## src/rtl/aes_round_ctrl_if.sv

```systemverilog
// Purpose: control/status bundle between the AES round sequencer and its user.
// Latency: none (wires only).
// Backpressure: none; stall is a level input the sequencer may honour.
// Ports: start/abort/stall flow from master to slave; busy, load_state,
//        round_en, final_round, round_num, done, blk_cnt flow back.
interface aes_round_ctrl_if;
    logic       start;
    logic       abort;
    logic       stall;
    logic       busy;
    logic       load_state;
    logic       round_en;
    logic       final_round;
    logic [3:0] round_num;
    logic       done;
    logic [7:0] blk_cnt;

    modport master (
        output start, abort, stall,
        input  busy, load_state, round_en, final_round, round_num, done, blk_cnt
    );

    modport slave (
        input  start, abort, stall,
        output busy, load_state, round_en, final_round, round_num, done, blk_cnt
    );
endinterface

```

## src/rtl/aes_round_ctrl.sv

```systemverilog
// Purpose: AES round sequencer (IDLE/LOAD/ROUND/FINAL/DONE), all outputs registered.
// Latency: start sampled -> done is NUM_ROUNDS+2 cycles with no stalls.
// Backpressure: stall (when AES_ROUND_CTRL_STALL_EN is defined) freezes LOAD/ROUND/FINAL.
// Ports: clk, n_rst (async active-low), bus (aes_round_ctrl_if.slave).
// Parameter NUM_ROUNDS: 10, 12 or 14.
// Macro AES_ROUND_CTRL_STALL_EN: when defined stall is honoured, otherwise ignored.
module aes_round_ctrl #(
    parameter int NUM_ROUNDS = 10
) (
    input  logic            clk,
    input  logic            n_rst,
    aes_round_ctrl_if.slave bus
);
    localparam logic [3:0] LAST_MID_ROUND = 4'(NUM_ROUNDS - 1);

    typedef enum logic [2:0] {
        IDLE  = 3'd0,
        LOAD  = 3'd1,
        ROUND = 3'd2,
        FINAL = 3'd3,
        DONE  = 3'd4
    } state_t;

    state_t     state;
    logic       busy_q;
    logic       load_q;
    logic       round_en_q;
    logic       final_q;
    logic       done_q;
    logic [3:0] round_num_q;
    logic [7:0] blk_cnt_q;
    logic       hold;

`ifdef AES_ROUND_CTRL_STALL_EN
    assign hold = bus.stall;
`else
    // Port kept for a uniform interface; sequencing never freezes.
    logic stall_unused;
    assign hold         = 1'b0;
    assign stall_unused = bus.stall;
`endif

    always_ff @(posedge clk or negedge n_rst) begin
        if (!n_rst) begin
            state       <= IDLE;
            busy_q      <= 1'b0;
            load_q      <= 1'b0;
            round_en_q  <= 1'b0;
            final_q     <= 1'b0;
            done_q      <= 1'b0;
            round_num_q <= 4'd0;
            blk_cnt_q   <= 8'd0;
        end else begin
            // Strobes are single-cycle unless re-asserted below; a held
            // (stalled) state therefore shows all strobes low.
            load_q     <= 1'b0;
            round_en_q <= 1'b0;
            final_q    <= 1'b0;
            done_q     <= 1'b0;
            if (bus.abort) begin
                state       <= IDLE;
                busy_q      <= 1'b0;
                round_num_q <= 4'd0;
            end else begin
                case (state)
                    // DONE shares IDLE's exit so a held start chains blocks.
                    IDLE, DONE: begin
                        round_num_q <= 4'd0;
                        if (bus.start) begin
                            state  <= LOAD;
                            busy_q <= 1'b1;
                            load_q <= 1'b1;
                        end else begin
                            state  <= IDLE;
                            busy_q <= 1'b0;
                        end
                    end
                    LOAD: begin
                        if (!hold) begin
                            state       <= ROUND;
                            round_num_q <= 4'd1;
                            round_en_q  <= 1'b1;
                        end
                    end
                    ROUND: begin
                        if (!hold) begin
                            if (round_num_q == LAST_MID_ROUND) begin
                                state   <= FINAL;
                                final_q <= 1'b1;
                            end
                            round_num_q <= round_num_q + 4'd1;
                            round_en_q  <= 1'b1;
                        end
                    end
                    FINAL: begin
                        if (!hold) begin
                            state       <= DONE;
                            busy_q      <= 1'b0;
                            done_q      <= 1'b1;
                            round_num_q <= 4'd0;
                            blk_cnt_q   <= blk_cnt_q + 8'd1;
                        end
                    end
                    default: begin
                        state       <= IDLE;
                        busy_q      <= 1'b0;
                        round_num_q <= 4'd0;
                    end
                endcase
            end
        end
    end

    assign bus.busy        = busy_q;
    assign bus.load_state  = load_q;
    assign bus.round_en    = round_en_q;
    assign bus.final_round = final_q;
    assign bus.done        = done_q;
    assign bus.round_num   = round_num_q;
    assign bus.blk_cnt     = blk_cnt_q;
endmodule

```

## src/flat_wrapper.sv

```systemverilog
// flat-port wrapper written by rule: the top's interface ports become plain ports
module aes_round_ctrl_flat 
#(
    parameter int NUM_ROUNDS = 10
)
  (clk, n_rst, bus_start, bus_abort, bus_stall, bus_busy, bus_load_state, bus_round_en, bus_final_round, bus_round_num, bus_done, bus_blk_cnt);
  aes_round_ctrl_if bus_i ();
  input  logic clk;
  input  logic n_rst;
  input wire logic [$bits(bus_i.start)-1:0] bus_start;
  input wire logic [$bits(bus_i.abort)-1:0] bus_abort;
  input wire logic [$bits(bus_i.stall)-1:0] bus_stall;
  output wire logic [$bits(bus_i.busy)-1:0] bus_busy;
  output wire logic [$bits(bus_i.load_state)-1:0] bus_load_state;
  output wire logic [$bits(bus_i.round_en)-1:0] bus_round_en;
  output wire logic [$bits(bus_i.final_round)-1:0] bus_final_round;
  output wire logic [$bits(bus_i.round_num)-1:0] bus_round_num;
  output wire logic [$bits(bus_i.done)-1:0] bus_done;
  output wire logic [$bits(bus_i.blk_cnt)-1:0] bus_blk_cnt;
  assign bus_i.start = bus_start;
  assign bus_i.abort = bus_abort;
  assign bus_i.stall = bus_stall;
  assign bus_busy = bus_i.busy;
  assign bus_load_state = bus_i.load_state;
  assign bus_round_en = bus_i.round_en;
  assign bus_final_round = bus_i.final_round;
  assign bus_round_num = bus_i.round_num;
  assign bus_done = bus_i.done;
  assign bus_blk_cnt = bus_i.blk_cnt;
  aes_round_ctrl #(.NUM_ROUNDS(NUM_ROUNDS)) u_core (.clk(clk), .n_rst(n_rst), .bus(bus_i));
endmodule
```

## config.mk

```make
export PLATFORM = sky130hd
export DESIGN_NAME = aes_round_ctrl_flat
export DESIGN_NICKNAME = d
export VERILOG_FILES = /design/src/rtl/aes_round_ctrl_if.sv /design/src/rtl/aes_round_ctrl.sv /design/src/flat_wrapper.sv
export SDC_FILE = /design/constraint.sdc
export NUM_CORES = 1
export LEC_CHECK = 0
export ABC_AREA = 0
export BUFFER_PORTS_ARGS = -buffer_cell sky130_fd_sc_hd__buf_2
export CAP_MARGIN = 20
export CORE_MARGIN = 5
export CORE_UTILIZATION = 49
export DETAILED_ROUTE_END_ITERATION = 10
export PLACE_DENSITY = 0.75
export SETUP_SLACK_MARGIN = 0.2
export SYNTH_ARGS = -nofsm -noshare
export SYNTH_HDL_FRONTEND = slang
export SYNTH_SLANG_ARGS = --single-unit
```

## constraint.sdc

```tcl
create_clock -name clk -period 1.4 [get_ports clk]
set_input_delay 0.28 -clock clk [delete_from_list [all_inputs] [get_ports clk]]
set_output_delay 0.28 -clock clk [all_outputs]
set_load 0.03 [all_outputs]
```

==> flow_summary_export.csv <==
group,metric,value,unit
route,drt_first_pass_iters,4,
global_routing,grt_pass1_wl,2.88,mm
clock_network,cts_tree,"built",
timing,hold_violations,0,
timing,period_needed,1.34,ns
placed_design,place.gp.congestion,0.744,
floorplanning,die_w,51.2,um
global_routing,grt_pass1_vias,600,
floorplanning,die-area,0.00263,mm2
synthesis,seq_area_frac_synth,60.1,%
synthesis,synthCells,66,
min_path,hp-class,"in -> reg",
timing,finalClockSkew,0.00136,ns
synthesis,synthMuxAreaShare,1.35,%
synthesis,synth.yosys.warnings,0,
timing,layout_setup_ws,0.0587,ns
worst_setup_path,critPathRequiredTime,1.64,ns
route,route.vias.total,686,
placed_design,place_area,998,um2
route,drt-initial-drc-count,8,
clock_network,clk_pin_slew,0.12,ns
floorplanning,initial_utilization,49.9,%
synthesis,synth-compound-area-share,3.00,%
global_routing,grt_max_degree,21,
layout,fin_nets,118,
clock_network,cts-root-buf,"clkbuf_4",
clock_network,cts.sinks,20,
layout,drive_gt1_share,56.9,%
global_routing,track_usage,15.6,%
worst_setup_path,critPathArrivalTime,1.58,ns
floorplanning,row_count,15,
clock_network,cts_made_buffers,3,
floorplanning,fp.dieH,51.2,um
worst_setup_path,path_max_fanout,2,
layout,num-fill-cells,96,
floorplanning,core_area,0.00167,mm2
synthesis,synth_top_family_by_area,"simple AND/OR/NAND/NOR gates",
timing,finalCritPeriodShare,95.8,%
timing,maxSlewViolCount,0,
timing,rsz0062_at_grt,"true",
layout,area_delta_synth_final,55.6,%
global_routing,grt-ovfl-total,0,
synthesis,synth_simple_gate_area_share,18.5,%
timing,maxSlewHeadroom,71.9,%
power_and_ir_drop,powerDensity,1220,mW/mm2
timing,fmax,746,MHz
synthesis,synth_xor_area_share,10.5,%
route,route.detailed.drc,0,
synthesis,yosys_most_used_dff,"dfrtp_1",
clock_network,insertion_delay,0.31,ns
layout,diodes,0,
synthesis,synth_fa_ha_area_share,4.50,%
floorplanning,io_pins,22,
synthesis,synthArstFlopShare,100,%
power_and_ir_drop,p_leak,0.627,nW
route,ant_nets,0,
clock_network,htreeDepth,1,
timing,worst_pin_slew,0.422,ns
worst_setup_path,startpoint_type,"flip-flop",
job,maxCapViolCount,0,
route,routed_wl,2.06,mm
synthesis,yosysUniqueCellTypes,24,
run_status,outcome,"finished clean",
synthesis,synth-edff-count,0,
placed_design,dp_hpwl,1.07,mm
route,via_per_inst,5.44,
worst_setup_path,cp-end-kind,"flip-flop",
global_routing,antenna_found_initial,0,
placed_design,portBuffers,20,
timing,finalSetupViolCount,0,
synthesis,syn-num-nets,74,
synthesis,synth-seq-cells,20,
placed_design,pre_cts_ws,0.0452,ns
power_and_ir_drop,p_total,1.59,mW
layout,final_area,0.00130,mm2
worst_setup_path,worstSetupPathType,"reg -> reg",
clock_network,cts.path.max_buffers,2,
route,routedWlPerCell,16.4,um
synthesis,synth.avg_cell_area,12.6,um2
power_and_ir_drop,ir_worst_vdd,0.790,mV
synthesis,syn-cell-area,833,um2
worst max-delay path, cell delays in order (launching register included):
cell and delay [ns]:
dfrtp_2 0.42, inv_1 0.05, ha_1 0.13, nand2_1 0.07
or4_4 0.42, a211oi_2 0.18
cells in the final DEF (no fill, tap or decap):
cell type,netlist,final
and4bb_4,0,1
xor2_1,2,2
buf_6,0,13
buf_4,0,20
nor4bb_1,1,1
dfrtp_2,0,5
xnor2_2,0,1
buf_2,2,7
inv_1,1,1
ha_1,3,1
inv_2,1,1
nor2_4,0,1
ha_2,0,1
or4_4,1,2
nor3_2,0,1
and4_1,1,1
xnor2_1,8,7
dfrtp_1,20,15
nand2b_1,1,1
nand3_1,3,3
dlygate4sd3_1,0,1
a211oi_2,1,1
and3_1,2,2
nor2_2,0,2
nand4_1,3,3
clkbuf_4,0,3
nand2_1,2,2
nor3_1,5,4
a21oi_1,1,1
nor3b_1,1,1
bufinv_16,0,1
ha_4,0,1
mux2_4,0,1
a21o_1,1,1
state kept, by name, summed over array words and instances (netlist names):
signal	flops
u_core.state	3
u_core.bus.final_round	1
u_core.bus.round_num	4
u_core.bus.blk_cnt	8
u_core.bus.busy	1
u_core.bus.round_en	1
u_core.bus.load_state	1
u_core.bus.done	1
through the flow:
stage / TNS (ns) / util (%) / hold WS [ns] / cells
after floorplan: -0.0308 / - / -0.0156 / 66
after global placement: 0 / 59.8 / 0.242 / 107
after detailed placement: 0 / 59.8 / 0.247 / 107
after CTS: 0 / 69.7 / 0.261 / 120
after global routing: 0 / 77.6 / 0.264 / 126
final: 0 / 77.6 / 0.266 / 126
synth_stat cells, drive strengths merged, types with 2 or more instances:
| master | count | area share [%] |
|---|---|---|
| xor2 | 2 | 2.1 |
| nand2 | 2 | 0.90 |
| nand3 | 3 | 1.8 |
| buf | 2 | 1.2 |
| nand4 | 3 | 2.3 |
| and3 | 2 | 1.5 |
| or4 | 2 | 2.3 |
| ha | 3 | 4.5 |
| dfrtp | 20 | 60 |
| xnor2 | 8 | 8.4 |
| inv | 2 | 0.90 |
| nor2 | 3 | 1.4 |
| nor3 | 5 | 3.0 |
what timing repair did:
item / 4_1_cts / 5_1_grt
buffers inserted: 8 / 6
endpoints found under the setup margin: 22 / 24
endpoints found under the hold margin: 20 / 0
hold buffers: 1 / 0
pin swaps: 3 / 6
resized for setup: 15 / 30
final cells by class:
type / count / area [um2] / share of cell area (%)
multi-input cells: 42 / 367 / 28.3
inverters: 2 / 7.51 / 0.579
well taps: 17 / 21.3 / 1.64
repair buffers: 41 / 342 / 26.4
clock buffers: 3 / 22.5 / 1.74
flip-flops and latches: 20 / 507 / 39.1
clock inverters: 1 / 30.0 / 2.32
cell families (layout without fill, tap and decap cells):
logic type,Yosys count,after routing
simple gates,25,25
flops,20,20
xor+xnor,10,10
buf+inv,4,47
fa+ha+maj,3,3
compound gates,3,3
mux,1,1
where the power goes:
group          switching [mW]  leakage, nW  internal, mW
logic                   0.216        0.333         0.220
registers              0.0421        0.266         0.626
clock network           0.194       0.0279         0.290
total                   0.452        0.627          1.14
final timing paths:
check | from | to | slack (ns) | cells after the start
setup / recovery | u_core.bus.round_num[1] | u_core.state[0] | 0.06 | 5
setup reg to reg | u_core.bus.round_num[1] | u_core.state[0] | 0.06 | 5
hold reg to reg | u_core.bus.blk_cnt[5] | u_core.bus.blk_cnt[5] | 0.54 | 1
max in group asynchronous | n_rst | u_core.bus.blk_cnt[0] | 0.67 | 2
hold / removal | bus_start | u_core.bus.load_state | 0.27 | 3
min in group asynchronous | n_rst | u_core.state[1] | 0.41 | 2
metal layers:
layer / part of all wire, % / vias up / track usage, %
met5: 0 / - / 0
met4: 3.1 / 0 / 9.17
met3: 6.5 / 6 / 4.37
met2: 50 / 28 / 23.8
met1: 40 / 339 / 19.6
li1: - / 313 / -
Power figures use the tool's default switching activity.
